$ cat src/rtl/lddw_imm_assembler.sv
// Decode-side assembler for the two-slot eBPF lddw: merges both immediates into one 64-bit register write.
// Optional build macro LDDW_STRICT_CHECK_EN rejects a second slot whose low word is not zero.
module lddw_imm_assembler #(
  parameter logic [7:0] LDDW_OPCODE = 8'h18,
  parameter int         INST_W      = 64
) (
  input  logic              clk,
  input  logic              rst,
  input  logic              flush,
  input  logic              inst_valid,
  input  logic [INST_W-1:0] inst,
  output logic              inst_ready,
  output logic              pass_valid,
  output logic [INST_W-1:0] pass_inst,
  input  logic              pass_ready,
  output logic              wr_en,
  output logic [3:0]        wr_dst,
  output logic [63:0]       wr_data,
  output logic              busy,
  output logic              err_malformed
);

  typedef enum logic [0:0] {IDLE = 1'b0, WAIT_HI = 1'b1} state_t;

  state_t        state_r;
  state_t        state_nxt_s;
  logic [3:0]    dst_r;
  logic [31:0]   imm_lo_r;
  logic          pass_valid_r;
  logic [INST_W-1:0] pass_inst_r;
  logic          wr_en_r;
  logic [3:0]    wr_dst_r;
  logic [63:0]   wr_data_r;
  logic          err_r;

  logic accept_s;
  logic is_lddw_s;
  logic malformed_s;
  logic wr_fire_s;
  logic err_fire_s;
  logic lo_load_s;
  logic pass_load_s;

  assign is_lddw_s = (inst[7:0] == LDDW_OPCODE);
  assign accept_s  = inst_valid && inst_ready;

`ifdef LDDW_STRICT_CHECK_EN
  assign malformed_s = (inst[31:0] != 32'h0000_0000);
`else
  assign malformed_s = 1'b0;
`endif

  // Ready depends only on state, skid occupancy, downstream ready and flush.
  always_comb begin
    inst_ready = 1'b0;
    if (flush) begin
      inst_ready = 1'b0;
    end else if (state_r == WAIT_HI) begin
      inst_ready = 1'b1;
    end else begin
      inst_ready = !pass_valid_r || pass_ready;
    end
  end

  // Next-state and per-edge action decode.
  always_comb begin
    state_nxt_s = state_r;
    wr_fire_s   = 1'b0;
    err_fire_s  = 1'b0;
    lo_load_s   = 1'b0;
    pass_load_s = 1'b0;
    if (flush) begin
      state_nxt_s = IDLE;
    end else begin
      case (state_r)
        IDLE: begin
          if (accept_s && is_lddw_s) begin
            state_nxt_s = WAIT_HI;
            lo_load_s   = 1'b1;
          end else if (accept_s) begin
            pass_load_s = 1'b1;
          end else begin
            state_nxt_s = IDLE;
          end
        end
        WAIT_HI: begin
          // Slot 2 is pure data even if its low byte looks like an lddw opcode.
          if (accept_s) begin
            state_nxt_s = IDLE;
            if (malformed_s) begin
              err_fire_s = 1'b1;
            end else begin
              wr_fire_s = 1'b1;
            end
          end else begin
            state_nxt_s = WAIT_HI;
          end
        end
        default: begin
          state_nxt_s = IDLE;
        end
      endcase
    end
  end

  // State register.
  always_ff @(posedge clk) begin
    if (rst) begin
      state_r <= IDLE;
    end else begin
      state_r <= state_nxt_s;
    end
  end

  // Datapath registers: slot-1 latch, write port, pass-through skid.
  always_ff @(posedge clk) begin
    if (rst) begin
      dst_r        <= 4'h0;
      imm_lo_r     <= 32'h0000_0000;
      wr_en_r      <= 1'b0;
      wr_dst_r     <= 4'h0;
      wr_data_r    <= 64'h0;
      err_r        <= 1'b0;
      pass_valid_r <= 1'b0;
      pass_inst_r  <= '0;
    end else begin
      wr_en_r <= wr_fire_s;
      err_r   <= err_fire_s;
      if (lo_load_s) begin
        dst_r    <= inst[11:8];
        imm_lo_r <= inst[63:32];
      end
      if (wr_fire_s) begin
        wr_dst_r  <= dst_r;
        wr_data_r <= {inst[INST_W-1:32], imm_lo_r};
      end
      if (flush) begin
        pass_valid_r <= 1'b0;
      end else if (pass_load_s) begin
        pass_valid_r <= 1'b1;
        pass_inst_r  <= inst;
      end else if (pass_ready) begin
        pass_valid_r <= 1'b0;
      end
    end
  end

  assign pass_valid    = pass_valid_r;
  assign pass_inst     = pass_inst_r;
  assign wr_en         = wr_en_r;
  assign wr_dst        = wr_dst_r;
  assign wr_data       = wr_data_r;
  assign err_malformed = err_r;
  assign busy          = (state_r == WAIT_HI);

endmodule

$ cat config.mk
export PLATFORM = sky130hd
export DESIGN_NAME = lddw_imm_assembler
export DESIGN_NICKNAME = d
export VERILOG_FILES = /design/src/rtl/lddw_imm_assembler.sv
export SDC_FILE = /design/constraint.sdc
export NUM_CORES = 1
export LEC_CHECK = 0
export CELL_PAD_IN_SITES_DETAIL_PLACEMENT = 2
export CELL_PAD_IN_SITES_GLOBAL_PLACEMENT = 2
export CORE_MARGIN = 5
export CORE_UTILIZATION = 29
export CTS_BUF_LIST = sky130_fd_sc_hd__clkbuf_8
export DETAILED_ROUTE_END_ITERATION = 6
export GPL_TIMING_DRIVEN = 0
export PLACE_DENSITY_LB_ADDON = 0.1
export SYNTH_ARGS = -nofsm -noshare
export SYNTH_HDL_FRONTEND = slang
export SYNTH_SLANG_ARGS = --single-unit
$ cat constraint.sdc
create_clock -name clk -period 2.1 [get_ports clk]
set_input_delay 0.42 -clock clk [delete_from_list [all_inputs] [get_ports clk]]
set_output_delay 0.42 -clock clk [all_outputs]
set_load 0.005 [all_outputs]
Word level (Yosys, flattened, before mapping)
Cells that the tools add are included.
{"block": "word_totals", "regBits": 171, "output_inout_bits": 137, "input_bits": 69}
{"block": "op_classes", "reduce_logical": 7, "bitwise_logic": 2, "n_eq_ne": 1, "muxes": 15}
{"operator": "$mux 1", "n": 14}
{"operator": "$eq 8x5->1 const B", "n": 1}
{"operator": "$logic_and 1x1->1", "n": 2}
{"operator": "$not 1->1", "n": 2}
{"operator": "$pmux 1 s2", "n": 1}
{"operator": "$reduce_and 2->1", "n": 1}
{"operator": "$reduce_bool 2->1", "n": 1}
{"operator": "$reduce_or 2->1", "n": 1}
{"operator": "$logic_not 1->1", "n": 1}
{"operator": "$logic_or 1x1->1", "n": 1}

Longest topological paths before layout
{"block": "logic_depth", "ltp_word": 10, "depth_mapped": 7, "mapped_depth_nobuf": 3}

Worst setup path after synthesis
Ideal clock, no wire load.
{"block": "synth_timing", "path_type": "input port to flip-flop", "start": "input flush", "end": "register pass_inst_r[53] (netlist: pass_inst[53])", "path_buffers": 3, "arrival_time_ns": 1.684, "cell_stages": 6, "path_slack_ns": 0.345, "required_ns": 2.028, "cell_sequence": "buf_2 -> or3b_4 -> a211oi_4 -> buf_6 -> buf_6 -> mux2i_1"}
{"block": "synth_via", "elab_chain_len": 7, "word_cells_on_any_way": 9, "cone_classes": "mux: 5; bitwise: 1; reduce/logical: 3"}
{"item": "start: declaration", "line": "9", "text": "input logic flush,"}
{"item": "$mux 1", "line": "56", "text": "if (flush) begin"}
{"item": "$logic_and 1x1->1", "line": "45", "text": "assign accept_s = inst_valid && inst_ready;"}
{"item": "$mux 1 / $logic_and 1x1->1 (equally long branches)", "line": "80, 77"}
{"item": "$mux 1", "line": "77", "text": "if (accept_s && is_lddw_s) begin"}
{"item": "$mux 1", "line": "75", "text": "case (state_r)"}
{"item": "$mux 1", "line": "72", "text": "if (flush) begin"}
{"item": "$reduce_and 2->1 (no source line) (*)"}
{"item": "end signal: assignment", "line": "141", "text": "pass_inst_r <= inst;"}
{"item": "end: declaration", "line": "30", "text": "logic [INST_W-1:0] pass_inst_r;"}
Mark *: on every way between the ends. The rest lies on a longest branch, timed or not.
A chain may end at the register's enable or synchronous reset.

Final worst setup path
{"block": "layout_timing", "start": "input inst[5]", "end": "register imm_lo_r[5]"}
{"block": "layout_via", "elab_chain_len": 5}
{"item": "start: declaration", "line": "11", "text": "input logic [INST_W-1:0] inst,"}
{"item": "$eq 8x5->1", "line": "44", "text": "assign is_lddw_s = (inst[7:0] == LDDW_OPCODE);"}
{"item": "$logic_and 1x1->1", "line": "77"}
{"item": "$mux 1", "line": "77"}
{"item": "$mux 1", "line": "75"}
{"item": "$mux 1", "line": "72"}
{"item": "end signal: assignment", "line": "131", "text": "imm_lo_r <= inst[63:32];"}
{"item": "end: declaration", "line": "28", "text": "logic [31:0] imm_lo_r;"}
Every way passes these cells.

==> flow_summary.yaml <==
placed_design:
  place.gp.congestion: 0.738
  io_buffers: 202
  dpl.cell_count: 1238
  hpwlAfterDp_um: 18400
  place_area_sq_um: 9190
critical_path:
  reg2reg_from: "busy$_SDFF_PP0_"
  arrival_ns: 2.41
  cp_data_required_time_ns: 2.49
  cp_max_fo: 10
  start_kind: "input pin"
  worstSetupPathType: "in2reg"
  end_kind: "flop"
  reg2reg_to: "pass_inst[53]$_SDFFE_PP0P_"
  r2r_slack_ns: 0.23
  reg2regPathDepth: 6
finish:
  nFillCells: 2523
  final_cells: 1270
  finalNetCount: 1007
  drive_gt1_share_pct: 5.68
  multiInputGateArea_sq_um: 3070
  layout.area.seq_sq_um: 3420
  final_cell_mix: "clkdlybuf4s50_1, dfxtp_1, nand2b_1, nand2_1, mux2i_1"
  final_common_cell: "clkdlybuf4s50_1"
  final_area_sq_um: 9550
  fin_util_pct: 41.2
  synthToLayoutAreaGrowth_pct: 41.0
min_path:
  min_to: "pass_valid$_SDFFE_PP0P_"
  holdCritPathClass: "in2reg"
  hold_depth: 2
  min_from: "flush"
timing:
  setup_viol: 0
  final.period_utilization_pct: 96.1
  worst_clock_skew_ns: 0.0207
  grt_setup_unrepaired: "no"
  maxSlewHeadroom_pct: 52.9
  worstMarginPinSlew_ns: 0.707
  hold_viol: 0
  max_freq_mhz: 496
  min_period_ns: 2.02
  finalMaxSlewViolations: 0
drt:
  drt-wirelength-per-cell_um: 18.6
  wl_um: 23700
  drtAntennaViolNets: 0
  firstDrtPassIters: 4
  vias_per_cell: 4.50
  num_vias: 5718
  drtIter0Drc: 203
  drc_errors: 0
die:
  die-area_sq_um: 26500
  core_area_sq_um: 23200
  initial_utilization_pct: 29.2
  num_rows: 56
  fp.dieW_um: 163
  ios: 206
  die_h_um: 163
synthesis:
  postSynthAreaPerCell_sq_um: 9.44
  yosys.cell_types.count: 28
  yosysSeqAreaShare_pct: 50.6
  synth_seq_cells: 171
  ys_warn_count: 0
  syn-cell-area_sq_um: 6770
  synth_cells: 717
  syn-num-nets: 786
job:
  maxCapViolations: 0
power_and_ir_drop:
  internal_power_mw: 4.53
  peakVddDrop_v: 0.000319
  power_frac_comb_pct: 10.1
  finalPower_mw: 6.16
  leakagePower_nw: 3.44
  sw_frac_of_total_pct: 26.5
  clkPwrFrac_pct: 35.7
  cellPowerDensity_nw_per_um2: 646
  power_frac_seq_pct: 54.3
  p_sw_mw: 1.63
clock_tree:
  htreeDepth: 4
  cts.sinks: 171
  cts_tree: "built"
  cts-root-buf: "clkbuf_8"
  cts_buffers: 17
  cts_hold_buf: 0
  clkTransAtPathRegs_ns: 0.10
  clk-insertion-delay-late_ns: 0.46
  cts_buffer_depth: 2
global_routing:
  first_global_vias: 6540
  antenna_found_initial: 0
  grt_max_degree: 17
  grt_overflow_total: 0
  globalRouteTotalUtil_pct: 18.1
  grt_pass1_wl_um: 37300
status:
  status: "completed"
power groups by stage:
stage	clock, mW	sequential (mW)	combinational [mW]
after global routing	2.42	3.35	0.670
after detailed placement	0	3.42	0.633
final	2.20	3.34	0.621
after CTS	2.28	3.35	0.636
after floorplan	0	3.42	0.249
after global placement	0	3.42	0.611
worst max path at each step:
stage | end | slack [ns] | from | depth (start not counted)
6_report | imm_lo_r[5]$_SDFFE_PP0P_ | 0.08 | inst[5] | 6
5_1_grt | wr_data[52]$_SDFFE_PP0P_ | 0.02 | inst_valid | 6
4_1_cts | imm_lo_r[12]$_SDFFE_PP0P_ | 0.1 | inst[5] | 6
3_5_place_dp | imm_lo_r[10]$_SDFFE_PP0P_ | -0.40 | inst[5] | 6
3_3_place_gp | imm_lo_r[4]$_SDFFE_PP0P_ | -0.34 | inst[5] | 6
2_1_floorplan | pass_inst[53]$_SDFFE_PP0P_ | 0.34 | flush | 6
final cells by class:
cell class	count	share of cell area [%]
clock inverters	13	1.13
multi-input cells	490	32.2
inverters	1	0.0393
flip-flops and latches	171	35.9
diodes	1	0.0262
repair buffers	202	21.2
well taps	319	4.18
clock buffers	18	2.60
plain buffers	55	2.82
registers in the layout, indices dropped and copies added, names as in the netlist:
| name | flops |
|---|---|
| busy | 1 |
| dst_r | 4 |
| imm_lo_r | 32 |
| pass_inst | 64 |
| pass_valid | 1 |
| wr_data | 64 |
| wr_dst | 4 |
| wr_en | 1 |
kinds of logic after synthesis:
group	after synthesis	share of synthesized area, %
compound gates	73	5.75
flops	171	50.6
simple gates	316	24.8
other cells	1	0.0554
buf+inv	56	4.03
mux	100	14.8
metrics by stage:
stage                     hold WS [ns]  setup TNS (ns)  setup WS [ns]
after global placement           0.438          -22.69         -0.336
after CTS                        0.223               0         0.0972
after floorplan                  0.432               0          0.345
after global routing             0.237               0         0.0151
final                            0.254               0         0.0821
after detailed placement         0.452          -31.76         -0.402
metal layers:
layer	routed length (um)	track usage, %	up-vias
met3	1050	4.20	24
li1	-	-	2761
met4	309	4.65	0
met5	0	0	-
met2	12100	32.4	116
met1	10200	21.8	2817
cells in the mapped netlist:
library cell / n / share of area, %
dfxtp_1: 171 / 51
nand3b_1: 1 / 0.11
a211oi_1: 1 / 0.11
and3b_1: 1 / 0.13
clkbuf_1: 37 / 2.1
nand2_1: 136 / 7.5
inv_1: 1 / 0.055
buf_4: 6 / 0.67
nor2b_1: 1 / 0.092
conb_1: 1 / 0.055
o211ai_1: 1 / 0.11
a211oi_4: 1 / 0.30
and4_1: 1 / 0.13
mux2i_1: 100 / 15
nor4b_4: 2 / 0.70
nand2b_1: 165 / 15
a21oi_1: 68 / 5.0
a211o_1: 1 / 0.13
nor3_1: 1 / 0.074
o21ai_0: 1 / 0.074
buf_6: 4 / 0.67
nor3b_1: 1 / 0.11
or4b_2: 1 / 0.15
nand4_1: 1 / 0.092
nor2_1: 3 / 0.17
buf_2: 8 / 0.59
or3b_4: 1 / 0.17
nand3_1: 1 / 0.074
worst max-delay path, cell delays in order:
cell,delay [ns]
clkdlybuf4s50_1,0.46
nor4b_4,0.53
and4_1,0.27
buf_2,0.22
buf_4,0.27
mux2i_1,0.22
what timing repair did:
| action | CTS | global route |
|---|---|---|
| gates resized for setup | 1 | 0 |
| endpoints found under the setup margin | 1 | 0 |
| setup buffers | 0 | 0 |
| endpoints found under the hold margin | 0 | 0 |
(Power assumes the default switching activity.)
